==> src/rtl/apb_slave_regs.sv <==
// APB register slave: read-only ID in slot 0, NUM_REGS-1 byte-strobed
// read/write registers, optional wait states and registered responses.
module apb_slave_regs #(
    parameter int                    DATA_WIDTH  = 32,
    parameter int                    ADDR_WIDTH  = 32,
    parameter int                    NUM_REGS    = 8,
    parameter int                    WAIT_STATES = 0,
    parameter logic [DATA_WIDTH-1:0] ID_VALUE    = 32'hA5B0_0001
) (
    input  logic                           pclk,
    input  logic                           preset,
    input  logic [ADDR_WIDTH-1:0]          paddr,
    input  logic [2:0]                     pprot,
    input  logic                           pselx,
    input  logic                           penable,
    input  logic                           pwrite,
    input  logic [DATA_WIDTH-1:0]          pwdata,
    input  logic [DATA_WIDTH/8-1:0]        pstrb,
    output logic                           pready,
    output logic [DATA_WIDTH-1:0]          prdata,
    output logic                           pslverr,
    output logic [NUM_REGS*DATA_WIDTH-1:0] regs_o
);

    localparam int IW = $clog2(NUM_REGS);
    localparam int SW = DATA_WIDTH / 8;
    localparam int CW = (WAIT_STATES > 0) ? $clog2(WAIT_STATES + 1) : 1;
    localparam logic [ADDR_WIDTH-1:0] ADDR_LIMIT = ADDR_WIDTH'(NUM_REGS * 4);
    localparam logic [CW-1:0]         CNT_LOAD   = CW'(WAIT_STATES);

    typedef enum logic [1:0] {IDLE, WAIT, READY} state_t;

    state_t                                  state_q, state_d;
    logic [CW-1:0]                           cnt_q, cnt_d;
    logic [IW-1:0]                           idx_q, idx_d;
    logic                                    err_q, err_d;
    logic                                    wr_q, wr_d;
    logic                                    pready_q, pready_d;
    logic                                    pslverr_q, pslverr_d;
    logic [DATA_WIDTH-1:0]                   prdata_q, prdata_d;
    logic [NUM_REGS-1:1][DATA_WIDTH-1:0]     regs_q, regs_d;
    logic [NUM_REGS-1:0][DATA_WIDTH-1:0]     regs_view;

    logic          setup;
    logic [IW-1:0] a_idx;
    logic          a_err;
    logic          do_wr;
    logic          unused_prot;

    // Protection attributes carry no meaning for this block.
    assign unused_prot = ^pprot;

    // Setup-phase decode; these are only captured on the setup edge.
    assign setup = (state_q == IDLE) && pselx && !penable;
    assign a_idx = paddr[IW+1:2];
    assign a_err = (paddr[1:0] != 2'b00) || (paddr >= ADDR_LIMIT) ||
                   (pwrite && (a_idx == '0));

    // Register map view: slot 0 is the constant ID, the rest are storage.
    always_comb begin
        regs_view    = '0;
        regs_view[0] = ID_VALUE;
        for (int k = 1; k < NUM_REGS; k++) regs_view[k] = regs_q[k];
    end

    // Transfer FSM: setup capture, wait-state countdown, abort, completion.
    always_comb begin
        state_d = state_q;
        cnt_d   = cnt_q;
        idx_d   = idx_q;
        err_d   = err_q;
        wr_d    = wr_q;
        case (state_q)
            IDLE: begin
                if (setup) begin
                    idx_d = a_idx;
                    err_d = a_err;
                    wr_d  = pwrite;
                    if (WAIT_STATES == 0) begin
                        state_d = READY;
                    end else begin
                        state_d = WAIT;
                        cnt_d   = CNT_LOAD;
                    end
                end
            end
            WAIT: begin
                if (!pselx) begin
                    state_d = IDLE;
                    cnt_d   = '0;
                end else if (penable) begin
                    if (cnt_q == CW'(1)) begin
                        state_d = READY;
                        cnt_d   = '0;
                    end else begin
                        cnt_d = cnt_q - CW'(1);
                    end
                end
            end
            READY:   state_d = IDLE;
            default: state_d = IDLE;
        endcase
    end

    // Registered response; read data loads only when a read enters READY.
    always_comb begin
        pready_d  = (state_d == READY);
        pslverr_d = (state_d == READY) && err_d;
        prdata_d  = prdata_q;
        if ((state_d == READY) && (state_q != READY) && !wr_d)
            prdata_d = err_d ? '0 : regs_view[idx_d];
    end

    // Byte-strobed write on the completion edge; pwdata/pstrb sampled here.
    always_comb begin
        regs_d = regs_q;
        do_wr  = (state_q == READY) && pselx && penable && pwrite && wr_q && !err_q;
        if (do_wr) begin
            for (int k = 1; k < NUM_REGS; k++) begin
                if (idx_q == IW'(k)) begin
                    for (int b = 0; b < SW; b++)
                        if (pstrb[b]) regs_d[k][b*8 +: 8] = pwdata[b*8 +: 8];
                end
            end
        end
    end

    // State and register flops.
    always_ff @(posedge pclk or posedge preset) begin
        if (preset) begin
            state_q   <= IDLE;
            cnt_q     <= '0;
            idx_q     <= '0;
            err_q     <= 1'b0;
            wr_q      <= 1'b0;
            pready_q  <= 1'b0;
            pslverr_q <= 1'b0;
            prdata_q  <= '0;
            regs_q    <= '0;
        end else begin
            state_q   <= state_d;
            cnt_q     <= cnt_d;
            idx_q     <= idx_d;
            err_q     <= err_d;
            wr_q      <= wr_d;
            pready_q  <= pready_d;
            pslverr_q <= pslverr_d;
            prdata_q  <= prdata_d;
            regs_q    <= regs_d;
        end
    end

    assign pready  = pready_q;
    assign pslverr = pslverr_q;
    assign prdata  = prdata_q;
    assign regs_o  = regs_view;

endmodule

==> config.mk <==
export PLATFORM = sky130hd
export DESIGN_NAME = apb_slave_regs
export DESIGN_NICKNAME = d
export VERILOG_FILES = /design/src/rtl/apb_slave_regs.sv
export SDC_FILE = /design/constraint.sdc
export NUM_CORES = 1
export LEC_CHECK = 0
export CORE_ASPECT_RATIO = 1.5
export CORE_MARGIN = 2
export CORE_UTILIZATION = 43
export DETAILED_ROUTE_END_ITERATION = 8
export PLACE_DENSITY = 0.84
export RECOVER_POWER = 25
export SYNTH_ARGS = -nofsm -noshare
export SYNTH_HDL_FRONTEND = slang
export SYNTH_SLANG_ARGS = --single-unit
export TNS_END_PERCENT = 5
==> constraint.sdc <==
create_clock -name pclk -period 9.2 [get_ports pclk]
set_input_delay 1.38 -clock pclk [delete_from_list [all_inputs] [get_ports pclk]]
set_output_delay 1.38 -clock pclk [all_outputs]
set_load 0.02 [all_outputs]
**Word-level counts from Yosys, hierarchy flattened**

Index checks and enable logic that the tools add are counted.

- Input port bits: 76
- ROM bits: 0
- Memories: 0
- Word-level logic and storage cells: 116
- Register bits: 266
- Latch bits: 0
- Output and inout port bits: 290
- Memory bits (writable): 0

- Shift-type cells: 0
- Magnitude comparators: 2
- Divide/modulo/power cells: 0
- Equal/unequal tests: 12
- $add $sub $neg: 1
- Reduce and logical (&&, ||, !) cells: 48
- Mux-type cells: 17
- Bitwise operators: 0
- Multiply operators: 0

Operator list:

| kind | number |
|---|---|
| $bmux 32 s3 | 1 |
| $reduce_and 3->1 | 28 |
| $mux 32 | 2 |
| $ge 32x6->1 const B | 1 |
| $eq 3x3->1 const B | 4 |
| $logic_and 1x1->1 | 11 |
| $mux 2 | 4 |
| $mux 1 | 7 |
| $eq 3x2->1 const B | 2 |
| $mux 3 | 2 |
| $eq 2x2->1 const B | 2 |
| $lt 3x4->1 const B | 1 |
| $pmux 2 s2 | 1 |
| $eq 3x1->1 const B | 1 |
| $logic_not 1->1 | 3 |
| $logic_not 3->1 | 1 |
| $eq 2x1->1 const B | 1 |
| $logic_not 2->1 | 1 |
| $logic_or 1x1->1 | 2 |
| $ne 2x1->1 const B | 1 |
| $ne 2x2->1 const B | 1 |
| $reduce_and 2->1 | 1 |
| $reduce_bool 2->1 | 1 |
| $sub 1x1->1 const B | 1 |

**Logic depth before layout (Yosys ltp)**

Gate-level depths: netlist of run 1.

- Word-level depth: 8
- Gate-level depth with buffers: 9
- Gate-level depth less buffers: 6

**Worst setup path before layout of run 1**

OpenSTA, ideal clock, no wires.

- Path kind: in2reg
- From: in penable
- To: reg prdata_q[25], in the netlist prdata[25]
- Data arrival time: 3.371 ns
- Setup slack: 5.707 ns
- Stages on the path: 7
- Cells stage by stage: buf_2 > nor4b_4 > mux2i_1 > buf_2 > mux2i_1 > a32oi_1 > a32o_1

- Longest elaborated chain between the ends: 7
- Elaborated cells on any way between the ends: 19
- Classes of those cells: eq/ne (1); mux (13); reduce/logical (5)

Ends and longest elaborated chain:

| item | line | RTL |
|---|---|---|
| start, declared | 15 | `input logic penable,` |
| $logic_not 1->1 | 54 | `assign setup = (state_q == IDLE) && pselx && !penable;` |
| $logic_and 1x1->1 | 54 |  |
| $mux 3 / $mux 2 (equally long branches) | 75 | `if (setup) begin` |
| $mux 3 / $pmux 2 s2 (equally long branches) | 73 | `case (state_q)` |
| $bmux 32 s3 / $eq 2x2->1 (equally long branches) | 111, 110 |  |
| $mux 32 (not written as such) / $logic_and 1x1->1 (equally long branches) | 111, 110 |  |
| $mux 32 / $logic_and 1x1->1 (equally long branches) | 111, 110 |  |
| end signal, assigned | 148 | `prdata_q <= prdata_d;` |
| end, declared | 40 | `logic [DATA_WIDTH-1:0] prdata_q, prdata_d;` |

Parallel ways exist; a longest one is shown, timed or not. The select of a mux whose other input is x is not followed.
A chain may end at the register's enable or synchronous reset.

**Worst setup path in the final report of run 1**

- From: in penable
- To: reg prdata_q[6], in the netlist prdata[6]

The elaborated chain is that of the path after synthesis.

==> out/metrics.yaml, run 1 <==
final_nets: 1302
grt_pass1_wl_um: 58880
ys_warn_count: 0
synth-seq-cells: 266
rows: 74
rsz0062_at_grt: "no"
worstSetupPathType: "in -> reg"
synth_simple_gate_area_share_pct: 5.363
status: "complete, but fails checks"
ff_latch_area_um2: 6656
cts.sinks: 266
fin_util_pct: 60.04
stdcell_area_um2: 16340
fin_skew_ns: 0.01935
antenna_found_initial: 2
hold_path.class: "reg -> reg"
detail-route-antenna-nets: 0
seq_area_frac_synth_pct: 55.95
cp_max_fo: 39
max_slew_margin_pct: -270.3
drt-total-wl_um: 39650
synthMuxAreaShare_pct: 27.02
worstPathArrival_ns: 6.95
vias: 9204
drive_above_1_share_pct: 22.75
fill_cells: 2142
start_util_pct: 43.71
post_synth_num_cell_types: 34
maxSlewViolCount: 136
grt_pass1_vias: 9613
avgSynthCellArea_um2: 13.19
wl_per_cell_um: 24.99
synth_xor_area_share_pct: 0
syn_to_final_growth_pct: 37.36
cts_setup_buffers: 0
multi_input_area_um2: 4964
critical_path_required_ns: 9.62
cts-root-buf: "clkbuf_16"
finalSetupViolations: 0
io_buffers: 330
h-tree-depth: 1
grt_max_degree: 141
hpwl_um: 26160
layout_worst_path_cycle_share_pct: 71.02
die_w_um: 139.8
end_kind: "flop"
hold_buffers: 0
cts_tree: "done"
placedInstanceArea_um2: 15460
clockBufferDepth: 3
synth_top_family_by_area: "multiplexers"
synth_enable_flop_cells: 0
critPathLaunchType: "input pin"
clk_pin_slew_ns: 0.07
worst_slew_pin_slew_ns: 5.555
syn_inst: 902
via_per_inst: 5.800
grt_overflow: 0
synth_ff_type: "dfrtp_1"
clk_latency_ns: 0.54
violations: "max-capacitance violations, max-slew violations"
drcViolationCount: 0
cap_violations: 2
fp.dieH_um: 207.7
drt_iter0_drc: 429
firstDrtPassIters: 5
min_period_ns: 6.534
fmax_mhz: 153.0
cts_buffers: 25
async_reset_ff_share_pct: 100.0
p_leak_nw: 7.493
synth-compound-area-share_pct: 7.898
num_io_pins: 366
synth_area_um2: 11900
core_um2: 27220
p_per_area_nw_per_um2: 161.7
final.setup.tns_ns: 0
hold_violations: 0
dieArea_um2: 29040
cts_resized: 0
yosys.area_share.adder_pct: 0
peakVddDrop_v: 0.0001374
grt_use_total_pct: 26.51
globalplace.congestion: 0.8527
## synth_stat cells, types with 4 or more instances
library cell | number | area share [%]
a32o_1 | 32 | 2.7
mux2_2 | 225 | 21
inv_1 | 4 | 0.13
a21oi_1 | 24 | 1.0
buf_2 | 14 | 0.59
mux2i_1 | 68 | 5.7
clkbuf_1 | 19 | 0.60
nor2b_1 | 4 | 0.21
nor4_1 | 6 | 0.32
and2_1 | 6 | 0.32
nor2_1 | 8 | 0.25
a32oi_1 | 32 | 2.4
nor3_1 | 5 | 0.21
nand2_1 | 97 | 3.1
a2bb2oi_1 | 8 | 0.59
o21ai_0 | 27 | 1.1
buf_4 | 35 | 2.2
dfrtp_1 | 266 | 56
## state kept, by name, indices dropped and copies added (netlist names), named ones only
| name | count |
|---|---|
| state_q | 2 |
| regs_o | 224 |
| prdata | 32 |
| idx_q | 3 |
| wr_q | 1 |
| pslverr | 1 |
| cnt_q | 1 |
| pready | 1 |
## per-layer routing
metal | wire length (um) | part of all wire [%] | track usage, %
met3 | 2267 | 5.7 | 3.991
met1 | 14620 | 37 | 30.10
met4 | 2406 | 6.1 | 15.21
met5 | 13 | 0.033 | 0
met2 | 20340 | 51 | 47.10
## cells in the final DEF, fill, tap and decap left out, types with 5 or more instances in the layout
| cell | synthesis | layout |
|---|---|---|
| a21oi_1 | 24 | 24 |
| a2bb2oi_1 | 8 | 8 |
| a32o_1 | 32 | 32 |
| a32oi_1 | 32 | 32 |
| buf_4 | 35 | 5 |
| bufinv_16 | 0 | 5 |
| clkbuf_16 | 0 | 25 |
| clkbuf_8 | 0 | 5 |
| clkdlybuf4s50_1 | 0 | 324 |
| conb_1 | 2 | 32 |
| dfrtp_1 | 266 | 266 |
| dlygate4sd3_1 | 0 | 6 |
| mux2_2 | 225 | 225 |
| mux2i_1 | 68 | 65 |
| nand2_1 | 97 | 97 |
| nor2_1 | 8 | 6 |
| nor3_1 | 5 | 5 |
| nor4_1 | 6 | 6 |
| o21ai_0 | 27 | 27 |
## critical path, cell delays in order
cell and delay [ns]:
dlygate4sd3_1 0.64, nor4b_1 1.88, mux2i_4 1.11, inv_2 0.03
buf_4 0.42, nor2_2 0.59, buf_4 0.40, a32oi_1 0.16
a32o_1 0.31
## final timing paths
kind / startpoint / to / slack (ns) / depth (start not counted)
max in group asynchronous: preset / regs_o[178]$_DFFE_PP0P_ / 3.68 / 2
setup / recovery: penable / prdata[6]$_DFFE_PP0P_ / 2.67 / 9
hold / removal: prdata[8]$_DFFE_PP0P_ / prdata[8]$_DFFE_PP0P_ / 0.49 / 1
setup reg to reg: state_q[0]$_DFF_PP0_ / prdata[6]$_DFFE_PP0P_ / 3.68 / 8
hold reg to reg: prdata[8]$_DFFE_PP0P_ / prdata[8]$_DFFE_PP0P_ / 0.49 / 1
min in group asynchronous: preset / regs_o[99]$_DFFE_PP0P_ / 2.97 / 2
## power by group
part / internal [W] / total (W) / switching, W
Combinational: 0.0000985 / 0.000314 / 0.000215
Clock: 0.000682 / 0.00115 / 0.000464
Sequential: 0.00118 / 0.00118 / 0.00000682
## cells by family after synthesis
family          after synthesis
flops                       266
buf+inv                      76
compound gates              125
simple gates                140
other cells                   2
mux                         293
## layout make-up
cell class,count,area share [%]
inverters,7,0.1684
well taps,342,2.618
clock buffers,34,4.341
diodes,1,0.01531
clock inverters,11,1.194
flip-flops and latches,266,40.73
multi-input cells,590,30.37
repair buffers,336,20.56
## through the flow
step | hold WS [ns] | setup WS, ns | power (W) | std cells
finish | 0.4924 | 2.666 | 0.002642 | 1587
global route | 0.5205 | 2.212 | 0.002723 | 1587
CTS | 0.4986 | 4.028 | 0.002655 | 1586
detailed placement | 0.4843 | 3.481 | 0.001514 | 1541
global placement | 0.4753 | 3.588 | 0.001507 | 1541
floorplan | 0.4763 | 0.4947 | 0.001393 | 932
No activity file was read; power rests on OpenSTA's default activity.
==> inputs of run 2 (changes only) <==
--- a/config.mk
+++ b/config.mk
@@ -7,9 +7,9 @@
 export LEC_CHECK = 0
 export CORE_ASPECT_RATIO = 1.5
 export CORE_MARGIN = 2
-export CORE_UTILIZATION = 43
+export CORE_UTILIZATION = 46
 export DETAILED_ROUTE_END_ITERATION = 8
-export PLACE_DENSITY = 0.84
+export PLACE_DENSITY = 0.86
 export RECOVER_POWER = 25
 export SYNTH_ARGS = -nofsm -noshare
 export SYNTH_HDL_FRONTEND = slang
==> constraint.sdc (replaced) <==
create_clock -name pclk -period 6.4 [get_ports pclk]
set_input_delay 0.96 -clock pclk [delete_from_list [all_inputs] [get_ports pclk]]
set_output_delay 0.96 -clock pclk [all_outputs]
set_load 0.02 [all_outputs]
==> out/metrics.yaml, run 2 (same netlist as run 1, synthesis figures left out) <==
status: "complete, but fails checks"  # unchanged
violations: "max-capacitance violations, max-slew violations"  # unchanged
hold_violations: 0  # unchanged
cts_tree: "done"  # unchanged
via_per_inst: 5.856  # was 5.800
cap_violations: 1  # was 2
cts_setup_buffers: 0  # unchanged
final.setup.tns_ns: 0  # unchanged
clk_latency_ns: 0.52  # was 0.54 ns
cts_buffers: 25  # unchanged
cts_resized: 0  # unchanged
finalSetupViolations: 0  # unchanged
firstDrtPassIters: 5  # unchanged
drcViolationCount: 0  # unchanged
worstPathArrival_ns: 4.57  # was 6.95 ns
grt_pass1_vias: 9630  # was 9613
peakVddDrop_v: 0.0002188  # was 0.0001374 V
critPathLaunchType: "input pin"  # unchanged
maxSlewViolCount: 83  # was 136
syn_to_final_growth_pct: 36.67  # was 37.36%
critical_path_required_ns: 6.81  # was 9.62 ns
io_buffers: 330  # unchanged
hold_buffers: 0  # unchanged
r2r-start: "state_q[0]$_DFF_PP0_"  # unchanged
fin_skew_ns: 0.007462  # was 0.01935 ns
end_kind: "flop"  # unchanged
fp.dieH_um: 201.0  # was 207.7 um
cp_max_fo: 21  # was 39
cpPeakStageDelay_ns: 0.75  # was 1.88 ns
core_um2: 25580  # was 27220 um2
cts-root-buf: "clkbuf_16"  # unchanged
wl_per_cell_um: 24.40  # was 24.99 um
layout_worst_path_cycle_share_pct: 64.88
p_leak_nw: 7.467  # was 7.493 nW
p_per_area_nw_per_um2: 223.2  # was 161.7 nW/um2
drive_above_1_share_pct: 22.73  # was 22.75%
antenna_found_initial: 2  # unchanged
startpoint: "penable"  # unchanged
die_w_um: 135.3  # was 139.8 um
hold_path.class: "reg -> reg"  # unchanged
globalplace.congestion: 0.8423  # was 0.8527
drt_iter0_drc: 471  # was 429
min_period_ns: 4.152
dieArea_um2: 27190  # was 29040 um2
worstSetupPathType: "in -> reg"  # unchanged
start_util_pct: 46.50  # was 43.71%
rows: 72  # was 74
num_io_pins: 366  # unchanged
cts.sinks: 266  # unchanged
final_common_cell: "clkdlybuf4s50_1"  # unchanged
grt_pass1_wl_um: 57560  # was 58880 um
drt-total-wl_um: 38530  # was 39650 um
hpwl_um: 25970  # was 26160 um
clockBufferDepth: 3  # unchanged
largest_reg_flops: 224  # unchanged
fill_cells: 1949  # was 2142
final_nets: 1307  # was 1302
fmax_mhz: 240.8
final_cell_mix: "clkdlybuf4s50_1 (328), dfrtp_1 (266), mux2_2 (225), nand2_1 (97), mux2i_1 (65)"  # was clkdlybuf4s50_1 (324), dfrtp_1 (266), mux2_2 (225), nand2_1 (97), mux2i_1 (65)
vias: 9247  # was 9204
stdcell_count: 1579  # was 1587
max_slew_margin_pct: -36.43  # was -270.3%
rsz0062_at_grt: "no"  # unchanged
crit_chain: "dlygate4sd3_1 > nor4b_4 > mux2i_4 > buf_4 > inv_2 > nor2_2 > buf_4 > a32oi_1 > a32o_1"  # was dlygate4sd3_1 > nor4b_1 > mux2i_4 > inv_2 > buf_4 > nor2_2 > buf_4 > a32oi_1 > a32o_1
worst_slew_pin_slew_ns: 2.046  # was 5.555 ns
grt_max_degree: 83  # was 141
crit_top_cell: "buf_4"  # unchanged
detail-route-antenna-nets: 0  # unchanged
worstHoldStart: "prdata[31]$_DFFE_PP0P_"  # was prdata[8]$_DFFE_PP0P_
clk_pin_slew_ns: 0.07  # about the same
cp_slowest_cell: "nor4b_4"  # was nor4b_1
grt_use_total_pct: 27.72  # was 26.51%
h-tree-depth: 1  # unchanged
grt_overflow: 0  # unchanged
dpl.cell_count: 1537  # was 1541
[run 2: worst max-delay path, delay by kind of cell]
kind                   cells  cell delay [ns]
muxes                      1             0.33
AOI/OAI and AO/OA          2             0.49
buffers and inverters      4             1.52
and+or+nand+nor            2             1.25
[run 2: metrics by stage]
| stage | power, W | worst slack [ns] | cell area, um2 | utilization [%] | hold slack (ns) |
|---|---|---|---|---|---|
| 2_1_floorplan | 0.002002 | 1.929 | 12010 | - | 0.4763 |
| 3_3_place_gp | 0.002164 | 1.950 | 15470 | 60.46 | 0.4752 |
| 3_5_place_dp | 0.002174 | 1.850 | 15470 | 60.46 | 0.4842 |
| 4_1_cts | 0.003653 | 2.376 | 16260 | 63.57 | 0.4974 |
| 5_1_grt | 0.003750 | 2.113 | 16260 | 63.56 | 0.5052 |
| 6_report | 0.003630 | 2.248 | 16260 | 63.56 | 0.4951 |
[run 2: final cells by class]
cell class,count,area [um2],area share (%)
sequential,266,6656,40.94
multi-input combinational,590,4979,30.62
timing repair buffer,341,3383,20.81
clock buffer,36,716.9,4.409
tap,333,416.7,2.562
clock inverter,5,78.83,0.4848
inverter,7,27.53,0.1693
antenna,1,2.502,0.01539
[run 2: final timing paths]
path	slack (ns)	to	depth (start not counted)
worst max register to register	2.82	prdata[12]$_DFFE_PP0P_	8
min in group asynchronous	0.87	regs_o[177]$_DFFE_PP0P_	2
worst min register to register	0.50	prdata[31]$_DFFE_PP0P_	1
worst min-delay path	0.50	prdata[31]$_DFFE_PP0P_	1
max in group asynchronous	3.24	regs_o[95]$_DFFE_PP0P_	3
worst max-delay path	2.25	prdata[12]$_DFFE_PP0P_	9
[run 2: per-layer routing]
layer	global-route usage [%]	wire [um]
met2	47.92	19570
met5	0	13
met3	4.672	2887
met1	32.30	13720
met4	15.63	2340
[run 2: power breakdown]
part / leakage, nW / switching [W] / total, W / internal, W
clock network: 0.392 / 0.000628 / 0.00148 / 0.000853
registers: 3.70 / 0.0000103 / 0.00170 / 0.00169
logic: 3.38 / 0.000305 / 0.000449 / 0.000143
